$ cat config.mk
export PLATFORM = sky130hd
export DESIGN_NAME = i281_run_controller
export DESIGN_NICKNAME = d
export VERILOG_FILES = /design/src/rtl/i281_dbg_pkg.sv /design/src/rtl/i281_sat_counter.sv /design/src/rtl/i281_run_controller.sv
export SDC_FILE = /design/constraint.sdc
export NUM_CORES = 1
export LEC_CHECK = 0
export CAP_MARGIN = 30
export CORE_ASPECT_RATIO = 1.5
export CORE_MARGIN = 1.5
export CORE_UTILIZATION = 50
export CTS_BUF_LIST = sky130_fd_sc_hd__clkbuf_4
export DETAILED_ROUTE_END_ITERATION = 10
export PLACE_DENSITY = 0.81
export SETUP_SLACK_MARGIN = 0.5
export SYNTH_ARGS = -nofsm -noshare
export SYNTH_HDL_FRONTEND = slang
export SYNTH_SLANG_ARGS = --single-unit
$ cat constraint.sdc
create_clock -name clock -period 2.5 [get_ports clock]
set_input_delay 0.5 -clock clock [delete_from_list [all_inputs] [get_ports clock]]
set_output_delay 0.5 -clock clock [all_outputs]
set_load 0.01 [all_outputs]
$ cat src/rtl/i281_dbg_pkg.sv
// Shared encodings and default widths for the i281 run/step/breakpoint debug logic.
package i281_dbg_pkg;

  localparam int PC_W_DEF  = 6;
  localparam int CYC_W_DEF = 16;
  localparam int INS_W_DEF = 16;

  typedef enum logic [1:0] {
    ST_IDLE  = 2'b00,
    ST_RUN   = 2'b01,
    ST_STEP  = 2'b10,
    ST_BREAK = 2'b11
  } run_state_e;

endpackage

$ cat src/rtl/i281_sat_counter.sv
// Saturating up-counter; a synchronous clear takes priority over the increment.
module i281_sat_counter #(
  parameter int W = 16
) (
  input  logic         clk_i,
  input  logic         rst_ni,
  input  logic         en_i,
  input  logic         clr_i,
  output logic [W-1:0] count_o
);

  logic [W-1:0] count_q;
  logic [W-1:0] count_d;

  always_comb begin
    count_d = count_q;
    if (clr_i) begin
      count_d = '0;
    end else if (en_i && !(&count_q)) begin
      count_d = count_q + 1'b1;
    end
  end

  always_ff @(posedge clk_i or negedge rst_ni) begin
    if (!rst_ni) begin
      count_q <= '0;
    end else begin
      count_q <= count_d;
    end
  end

  assign count_o = count_q;

endmodule

$ cat src/rtl/i281_run_controller.sv
// Run/step/breakpoint sequencer for the i281 CPU; gates the global run enable so the
// core only ever parks at an instruction boundary (fetch cycle), and counts activity.
module i281_run_controller
  import i281_dbg_pkg::*;
#(
  parameter int PC_W  = PC_W_DEF,
  parameter int CYC_W = CYC_W_DEF,
  parameter int INS_W = INS_W_DEF
) (
  input  logic             clock,
  input  logic             reset,
  input  logic             run_req,
  input  logic             step_req,
  input  logic             halt_req,
  input  logic             bp_enable,
  input  logic [PC_W-1:0]  bp_addr,
  input  logic [PC_W-1:0]  pc,
  input  logic             fetch,
  input  logic             clear_counts,
  output logic             run_en,
  output logic [1:0]       state,
  output logic             at_bp,
  output logic [CYC_W-1:0] cycle_count,
  output logic [INS_W-1:0] instr_count
);

  run_state_e state_q, state_d;
  logic       step_req_q;
  logic       run_req_q;
  logic       bp_skip_q, bp_skip_d;
  logic       step_started_q, step_started_d;

  logic step_edge;
  logic run_edge;
  logic stop_bp;
  logic end_req;

  assign step_edge = step_req & ~step_req_q;
  assign run_edge  = run_req & ~run_req_q;
  // bp_skip lets a resume from the breakpoint address execute that instruction once
  assign stop_bp   = bp_enable & (pc == bp_addr) & ~bp_skip_q;
  assign end_req   = halt_req | ~run_req | stop_bp;

  always_ff @(posedge clock or negedge reset) begin
    if (!reset) begin
      state_q        <= ST_IDLE;
      step_req_q     <= 1'b0;
      run_req_q      <= 1'b0;
      bp_skip_q      <= 1'b0;
      step_started_q <= 1'b0;
    end else begin
      state_q        <= state_d;
      step_req_q     <= step_req;
      run_req_q      <= run_req;
      bp_skip_q      <= bp_skip_d;
      step_started_q <= step_started_d;
    end
  end

  always_comb begin
    state_d        = state_q;
    bp_skip_d      = bp_skip_q;
    step_started_d = step_started_q;
    if (run_en && fetch) begin
      bp_skip_d = 1'b0;
    end
    case (state_q)
      ST_IDLE: begin
        if (!halt_req) begin
          if (run_req) begin
            state_d   = ST_RUN;
            bp_skip_d = 1'b1;
          end else if (step_edge) begin
            state_d   = ST_STEP;
            bp_skip_d = 1'b1;
          end
        end
      end
      ST_RUN: begin
        if (fetch) begin
          if (stop_bp) begin
            state_d = ST_BREAK;
          end else if (halt_req || !run_req) begin
            state_d = ST_IDLE;
          end
        end
      end
      ST_STEP: begin
        // First STEP cycle executes the pending fetch; the next fetch ends the step
        if (!step_started_q) begin
          step_started_d = 1'b1;
        end else if (fetch) begin
          step_started_d = 1'b0;
          state_d        = stop_bp ? ST_BREAK : ST_IDLE;
        end
      end
      ST_BREAK: begin
        if (!halt_req) begin
          if (step_edge) begin
            state_d   = ST_STEP;
            bp_skip_d = 1'b1;
          end else if (run_edge) begin
            state_d   = ST_RUN;
            bp_skip_d = 1'b1;
          end
        end
      end
      default: state_d = ST_IDLE;
    endcase
  end

  always_comb begin
    run_en = 1'b0;
    at_bp  = 1'b0;
    case (state_q)
      ST_IDLE:  run_en = 1'b0;
      ST_RUN:   run_en = ~(fetch & end_req);
      ST_STEP:  run_en = ~(step_started_q & fetch);
      ST_BREAK: at_bp  = 1'b1;
      default:  run_en = 1'b0;
    endcase
  end

  assign state = state_q;

  i281_sat_counter #(.W(CYC_W)) u_cycle_cnt (
    .clk_i   (clock),
    .rst_ni  (reset),
    .en_i    (run_en),
    .clr_i   (clear_counts),
    .count_o (cycle_count)
  );

  i281_sat_counter #(.W(INS_W)) u_instr_cnt (
    .clk_i   (clock),
    .rst_ni  (reset),
    .en_i    (run_en & fetch),
    .clr_i   (clear_counts),
    .count_o (instr_count)
  );

endmodule

Word-level counts from Yosys, hierarchy flattened
Cells that the tools add are included.
- register bits after elaboration: 38
- input bits: 20
- $add $sub $neg: 2
- equal/unequal tests: 12
- muxes and demuxes: 29
- bitwise operators: 15
- reductions and logical operators: 13
- operators with widths (operator ; number):
    16-bit 2-to-1 mux ; 4
    16-bit by 1-bit adder with 16-bit output, second input constant ; 2
    16-bit AND reduction ; 2
    2-bit 2-to-1 mux ; 12
    1-bit 2-to-1 mux ; 10
    2-bit != test, second input constant ; 5
    3-bit != test, second input constant ; 3
    2-bit one-hot mux with 4 select lines ; 1
    8-bit AND reduction ; 1
    1-bit bitwise AND ; 7
    6-bit == test ; 1
    1-bit inverter ; 6
    2-bit == test, second input constant ; 2
    1-bit one-hot mux with 2 select lines ; 2
    2-bit nonzero test ; 2
    1-bit logical AND ; 3
    1-bit zero test ; 3
    2-bit by 1-bit == test with 1-bit output, second input constant ; 1
    2-bit zero test ; 1
    1-bit OR ; 2
    1-bit logical OR ; 1

Longest topological paths before layout
Gate-level depths: netlist of run 1.
- word-level depth: 13
- gate-level depth with buffers: 9
- gate-level depth less buffers: 8

By module
From an unflattened synthesis of run 1, not the netlist that was laid out.
- cells, all modules: 244
- area total of the unflattened synthesis: 2318.5 um^2
- modules (own cells, without submodules) (module ; times used ; cells each ; area an instance (um^2)):
    i281_sat_counter ; 2 ; 95 ; 919.6
    i281_run_controller ; 1 ; 54 ; 479.2

Worst setup path after synthesis of run 1
Ideal clock, no wire load.
- path type: register -> register
- start point: reg state_q[0], in the netlist state[0]
- end point: reg u_cycle_cnt.count_q[15], in the netlist u_cycle_cnt.count_o[15]
- arrival time: 2.025 ns
- data required time: 2.373 ns
- setup slack: 0.347 ns
- stages on the path, launching flop included: 8
- path through: dfrtp_1 > inv_1 > ha_1 > nand2_2 > a211oi_2 > o21ai_2 > or4_1 > mux2_1
- word-level cells in the longest chain between the ends: 4
- elaborated cells between the ends (all ways): 5
- those cells by class: eq/ne (2); mux (1); reduce/logical (2)
- RTL lines (element ; RTL line ; text):
    start: declaration ; i281_run_controller.sv:27 ; run_state_e state_q, state_d;
    start signal: assignment ; i281_run_controller.sv:52 ; state_q <= state_d;
    2-bit == test / 2-bit by 1-bit == test with 1-bit output (equally long branches) ; i281_run_controller.sv:115 ; case (state_q)
    1-bit one-hot mux with 2 select lines (*) ; i281_run_controller.sv:115 ;
    1-bit logical AND (*) ; i281_sat_counter.sv:19 ; end else if (en_i && !(&count_q)) begin
    2-bit nonzero test (no line) (*) ; -- ;
    end signal: assignment ; i281_sat_counter.sv:28 ; count_q <= count_d;
    end: declaration ; i281_sat_counter.sv:12 ; logic [W-1:0] count_q;
Mark *: on every way between the ends. The rest lies on a longest branch, timed or not.
A chain may end at the register's enable or synchronous reset.

Worst setup path after layout of run 1
- start point: in pc[2]
- end point: out run_en
- word-level cells in the longest chain between the ends: 7
- RTL lines (element ; RTL line ; text):
    start: declaration ; i281_run_controller.sv:17 ; input logic [PC_W-1:0] pc,
    6-bit == test ; i281_run_controller.sv:41 ; assign stop_bp = bp_enable & (pc == bp_addr) & ~bp_skip_q;
    1-bit bitwise AND (2 in series) ; i281_run_controller.sv:41 ;
    1-bit OR ; i281_run_controller.sv:42 ; assign end_req = halt_req | ~run_req | stop_bp;
    1-bit bitwise AND ; i281_run_controller.sv:117 ; ST_RUN: run_en = ~(fetch & end_req);
    1-bit inverter ; i281_run_controller.sv:117 ;
    1-bit one-hot mux with 2 select lines ; i281_run_controller.sv:115 ;
    end: declaration ; i281_run_controller.sv:20 ; output logic run_en,
Every way passes these cells.

==> impl_metrics.toml, run 1 <==
[status]
status = "finished, final reports clean"

[worst_setup_path]
arrival_ps = 1690
worstSetupPathType = "in2out"
cp_max_fo = 2
endpoint_kind = "primary output"
worstPathRequired_ps = 2000
critPathBufInv = 2
path_cells = "clkdlybuf4s50_1, xnor2_1, nand3_1, nor2_2, o21ai_2, buf_2"
crit_family = "buffers and inverters"
critPathLaunchType = "primary input"
worst_path_max_delay_cell = "clkdlybuf4s50_1"
critical_path.max_stage_delay_ps = 420

[logic_synthesis]
synth_warnings = 0
syn_area_um2 = 2303
ys_seq_elements = 38
synthArstFlopShare_pct = 100.0
yosysTopAreaCellShare_pct = 41.28
ys_seq_area_share_pct = 41.28
yosys_most_used_dff = "dfrtp_1"
netlist_instances = 246
synth_area_leader_cell = "dfrtp_1"
synth_area_leaders = "dfrtp_1 41%, nor2_1 5.2%, a21oi_1 4.1%"
synth.distinct_cells = 53
synth_nets = 272
synth_edf_count = 0
avgSynthCellArea_um2 = 9.364

[floorplanning]
die_width_um = 58.42
dieArea_um2 = 5032
start_util_pct = 51.57
ioPinCount = 56
core_um2 = 4467
rows = 30
die_height_um = 86.13

[sta]
totalNegativeSetupSlack_ps = 0
finalCritPeriodShare_pct = 87.47
tightest_slew_ps = 502.4
setup-violations-final = 0
slew_violations = 0
max_freq_mhz = 457.3
relSlewSlack_pct = 66.47
final_hold_viol_count = 0
rsz0062_at_grt = "true"
finClkSkew_ps = 3.432
period_minus_slack_ps = 2187

[global_route]
grt_pass1_wl_mm = 9.715
grt_overflow_total = 0
grt_pass1_vias = 2202
grtUsageTotal_pct = 24.97
grt_max_degree = 39
antenna_found_initial = 0

[clock_network]
cts_buffers = 5
clock-root-buffer = "clkbuf_4"
clkTransAtPathRegs_ps = 110
clockBufferDepth = 2
cts-htree-levels = 2
cts.sinks = 38
tritoncts = "built"
clk-insertion-delay-late_ps = 350

[drt]
drtPass1Iterations = 4
viasPerCell = 5.887
drcViolationCount = 0
antenna_left = 0
routedWlPerCell_um = 16.22
wl_mm = 6.181
vias = 2243
initialDrtViolationCount = 87

[final_layout]
nFillCells = 317
areaGrowthSynthToFinish_pct = 48.23
drive_gt1_share_pct = 28.83
fin_util_pct = 76.44
nets = 359
n_antenna_cell = 0
final_cell_mix = "44 x clkdlybuf4s50_1, 34 x dfrtp_1, 25 x nor2_1, 25 x buf_4, 18 x a21oi_1"
final_common_cell = "clkdlybuf4s50_1"

[run]
max_cap_violations = 0

[place]
dp_hpwl_mm = 4.141
place_congestion = 0.9226
port_buffers = 55

[power]
vdd_ir_drop_max_v = 0.0008926
p_per_area_nw_per_um2 = 581.3
p_leak_nw = 1.400
power_w = 0.001985

[hold_path]
hold_class = "in2async"
## worst register-to-register path: cells and delay by family (launching register included)
kind | cells | cell delay (ps)
buffers and inverters | 1 | 120
and+or+nand+nor | 3 | 720
adders and majority gates | 1 | 150
muxes | 1 | 310
AOI/OAI and AO/OA | 2 | 310
DFF | 1 | 440
## final timing paths
kind                            cells past startpoint  slack [ps]                       to           start
max in group asynchronous                           3        1650                 state[0]           reset
worst min-delay path                                2         460  u_instr_cnt.count_o[13]           reset
worst max register to register                      8         350  u_cycle_cnt.count_o[15]        state[1]
worst min register to register                      1         570           step_started_q  step_started_q
worst max-delay path                                6         310                   run_en           pc[2]
min in group clock                                  1         570           step_started_q  step_started_q
## state kept, by name (all words and copies together) (netlist names)
| name | flops |
|---|---|
| step_req_q | 1 |
| u_instr_cnt.count_o | 16 |
| u_cycle_cnt.count_o | 16 |
| run_req_q | 1 |
| bp_skip_q | 1 |
| step_started_q | 1 |
| state | 2 |
## final cells by class
class,instances,area (um^2),area share (%)
clock buffers,7,52.55,1.539
inverters,9,33.78,0.9894
multi-input cells,194,1528,44.74
flip-flops and latches,38,955.9,28.00
well taps,48,60.06,1.759
repair buffers,85,784.5,22.98
## what timing repair did
item,in CTS,in global routing
setup buffers,8,3
endpoints found under the hold margin,0,1
endpoints found under the setup margin,30,35
resized for setup,42,23
pin swaps,14,11
hold buffers,0,1
## layer usage
| metal | part of all wire [%] | global-route usage (%) | vias up |
|---|---|---|---|
| met3 | 3.4 | 4.525 | 10 |
| met2 | 56 | 44.54 | 60 |
| met4 | 1.7 | 12.47 | 0 |
| li1 | - | - | 1069 |
| met5 | 0 | 0 | - |
| met1 | 39 | 27.47 | 1104 |
## stage by stage
step / instance area, um^2 / instances / hold slack [ps] / setup WS [ps]
final: 3415 / 381 / 455.9 / 313.2
after global routing: 3415 / 381 / 473.2 / 256.9
after CTS: 3268 / 376 / 320.5 / 364.8
after detailed placement: 3043 / 361 / 540.2 / -157.6
after global placement: 3043 / 361 / 525.6 / -30.65
after floorplan: 2332 / 246 / 204.4 / 424.1
## logic make-up after synthesis
group                    after synthesis  share of synthesized area, %
AO/OA/AOI/OAI                         53                         15.64
flip-flops                            38                         41.28
multiplexers                          12                         5.649
adder cells (fa/ha/maj)                6                         3.259
buffers and inverters                 14                         2.444
XOR/XNOR                              11                         4.183
AND/OR/NAND/NOR                      112                         27.54
## power by group
part           total, W  switching (W)  internal [W]
clock          0.000333       0.000205      0.000128
combinational  0.000930       0.000458      0.000472
sequential     0.000723      0.0000599      0.000663
## synth_stat cells, drive strengths merged (5+ instances only)
cell type / count
o21ai: 12
dfrtp: 38
a21oi: 20
nand2: 16
mux2: 8
or4: 5
nor2: 32
ha: 6
nand4: 11
nand3: 10
nor2b: 9
inv: 9
o31ai: 5
xnor2: 9
or3: 8
Power figures use the tool's default switching activity.
==> inputs of run 2 (changes only) <==
--- a/config.mk
+++ b/config.mk
@@ -9,7 +9,7 @@
 export CORE_ASPECT_RATIO = 1.5
 export CORE_MARGIN = 1.5
 export CORE_UTILIZATION = 50
-export CTS_BUF_LIST = sky130_fd_sc_hd__clkbuf_4
+export CTS_BUF_LIST = sky130_fd_sc_hd__clkbuf_4 sky130_fd_sc_hd__clkbuf_8 sky130_fd_sc_hd__clkbuf_16
 export DETAILED_ROUTE_END_ITERATION = 10
 export PLACE_DENSITY = 0.81
 export SETUP_SLACK_MARGIN = 0.5
==> constraint.sdc (replaced) <==
create_clock -name clock -period 2.3 [get_ports clock]
set_input_delay 0.46 -clock clock [delete_from_list [all_inputs] [get_ports clock]]
set_output_delay 0.46 -clock clock [all_outputs]
set_load 0.01 [all_outputs]
==> impl_metrics.toml, run 2 (synthesis results as in run 1) <==
[worst_setup_path]
endpoint_kind = "register"
arrival_ps = 2290
worstSetupStartpoint = "fetch"
endpoint = "u_instr_cnt.count_o[12]"
r2r-start = "state[1]"
rrSetupSlack_ps = 190
reg2reg_depth = 8
cp_max_fo = 4
critPathLaunchType = "primary input"
rr_endpoint = "u_cycle_cnt.count_o[15]"
worstPathRequired_ps = 2480
worstSetupPathType = "in2reg"

[global_route]
grt_pass1_vias = 2320
grtUsageTotal_pct = 26.23
grt_pass1_wl_mm = 10.29
antenna_found_initial = 0
grt_max_degree = 43
grt_overflow_total = 0

[sta]
totalNegativeSetupSlack_ps = 0
finalCritPeriodShare_pct = 91.77
final_hold_viol_count = 0
tightest_slew_ps = 566.0
hold_ws_ps = 148.6
relSlewSlack_pct = 62.27
setup_ws_ps = 189.3
max_freq_mhz = 473.8
rsz0062_at_grt = "true"
setup-violations-final = 0
period_minus_slack_ps = 2111
finClkSkew_ps = 7.231
slew_violations = 0

[place]
place_congestion = 0.8204
pre_cts_ws_ps = -230.7
place_inst = 373
port_buffers = 55
dp_hpwl_mm = 4.255

[final_layout]
final_common_cell = "buf_4"
nets = 377
areaGrowthSynthToFinish_pct = 59.59
drive_gt1_share_pct = 35.23
final_cell_mix = "39 x buf_4, 32 x clkdlybuf4s50_1, 28 x dfrtp_1"
instances_no_fill = 400
n_antenna_cell = 0
fin_util_pct = 82.30

[status]
status = "finished, final reports clean"

[run]
max_cap_violations = 0

[power]
vdd_ir_drop_max_v = 0.0007320
internal-power_w = 0.001587
p_comb_share_pct = 43.8
swShare_pct = 34.00
switching_power_w = 0.0008176
clkPwrFrac_pct = 23.6
p_leak_nw = 1.612
p_seq_share_pct = 32.6
p_per_area_nw_per_um2 = 654.1

[floorplanning]
rows = 30
dieArea_um2 = 5032
core_um2 = 4467
ioPinCount = 56
start_util_pct = 51.57
die_width_um = 58.42
die_height_um = 86.13

[hold_path]
hold_class = "in2async"

[drt]
antenna_left = 0
initialDrtViolationCount = 140
vias = 2428
viasPerCell = 6.070
routedWlPerCell_um = 16.99
wl_mm = 6.797
drtPass1Iterations = 4
drcViolationCount = 0

[clock_network]
clk-insertion-delay-late_ps = 300
cts_buffers = 5
clock-root-buffer = "clkbuf_8"
hold_buffers = 0
cts.sinks = 38
clockBufferDepth = 2
cts-htree-levels = 2
tritoncts = "built"
clkTransAtPathRegs_ps = 80
-- run 2: through the flow --
stage	area [um^2]	power, W
2_1_floorplan	2386	0.001271
4_1_cts	3448	0.002261
6_report	3676	0.002405
5_1_grt	3676	0.002509
3_5_place_dp	3199	0.001610
3_3_place_gp	3199	0.001595
-- run 2: worst max-delay path: stages --
cell             delay (ps)
clkdlybuf4s50_1         510
a21boi_4                200
buf_6                   130
nand3_4                 100
buf_6                   140
a21oi_4                 210
nand4_1                 190
mux2_1                  340
-- run 2: metal layers --
layer	vias up	wire length [um]	global-route usage, %	part of all wire (%)
li1	1118	-	-	-
met1	1194	2593	28.21	38
met2	92	3700	48.11	54
met3	24	267	4.374	3.9
met4	0	235	12.26	3.5
met5	-	0	0	0
-- run 2: how the worst min path moves through the flow --
stage	depth (start not counted)	slack, ps	end
global route	1	200	u_cycle_cnt.count_o[6]
finish	1	150	u_cycle_cnt.count_o[6]
detailed placement	1	490	u_cycle_cnt.count_o[6]
CTS	1	170	u_cycle_cnt.count_o[6]
floorplan	0	160	bp_skip_q
global placement	1	480	u_cycle_cnt.count_o[10]
-- run 2: cell type report --
type,instances,area (um^2)
fillers,262,790.8
inverters,9,38.79
well taps,48,60.06
flip-flops and latches,38,963.4
clock inverters,3,40.04
multi-input cells,194,1563
repair buffers,103,942.2
clock buffers,5,68.82
-- run 2: power groups by stage --
stage / Clock (W) / Combinational [W] / Sequential (W)
CTS: 0.000566 / 0.000916 / 0.000780
global route: 0.000591 / 0.00113 / 0.000792
finish: 0.000566 / 0.00105 / 0.000785
detailed placement: 0 / 0.000818 / 0.000791
global placement: 0 / 0.000807 / 0.000788
floorplan: 0 / 0.000468 / 0.000803
-- run 2: what timing repair did --
action,CTS,global route
setup endpoints to repair,40,46
buffers inserted,13,6
resized for setup,41,50
pin swaps,16,26
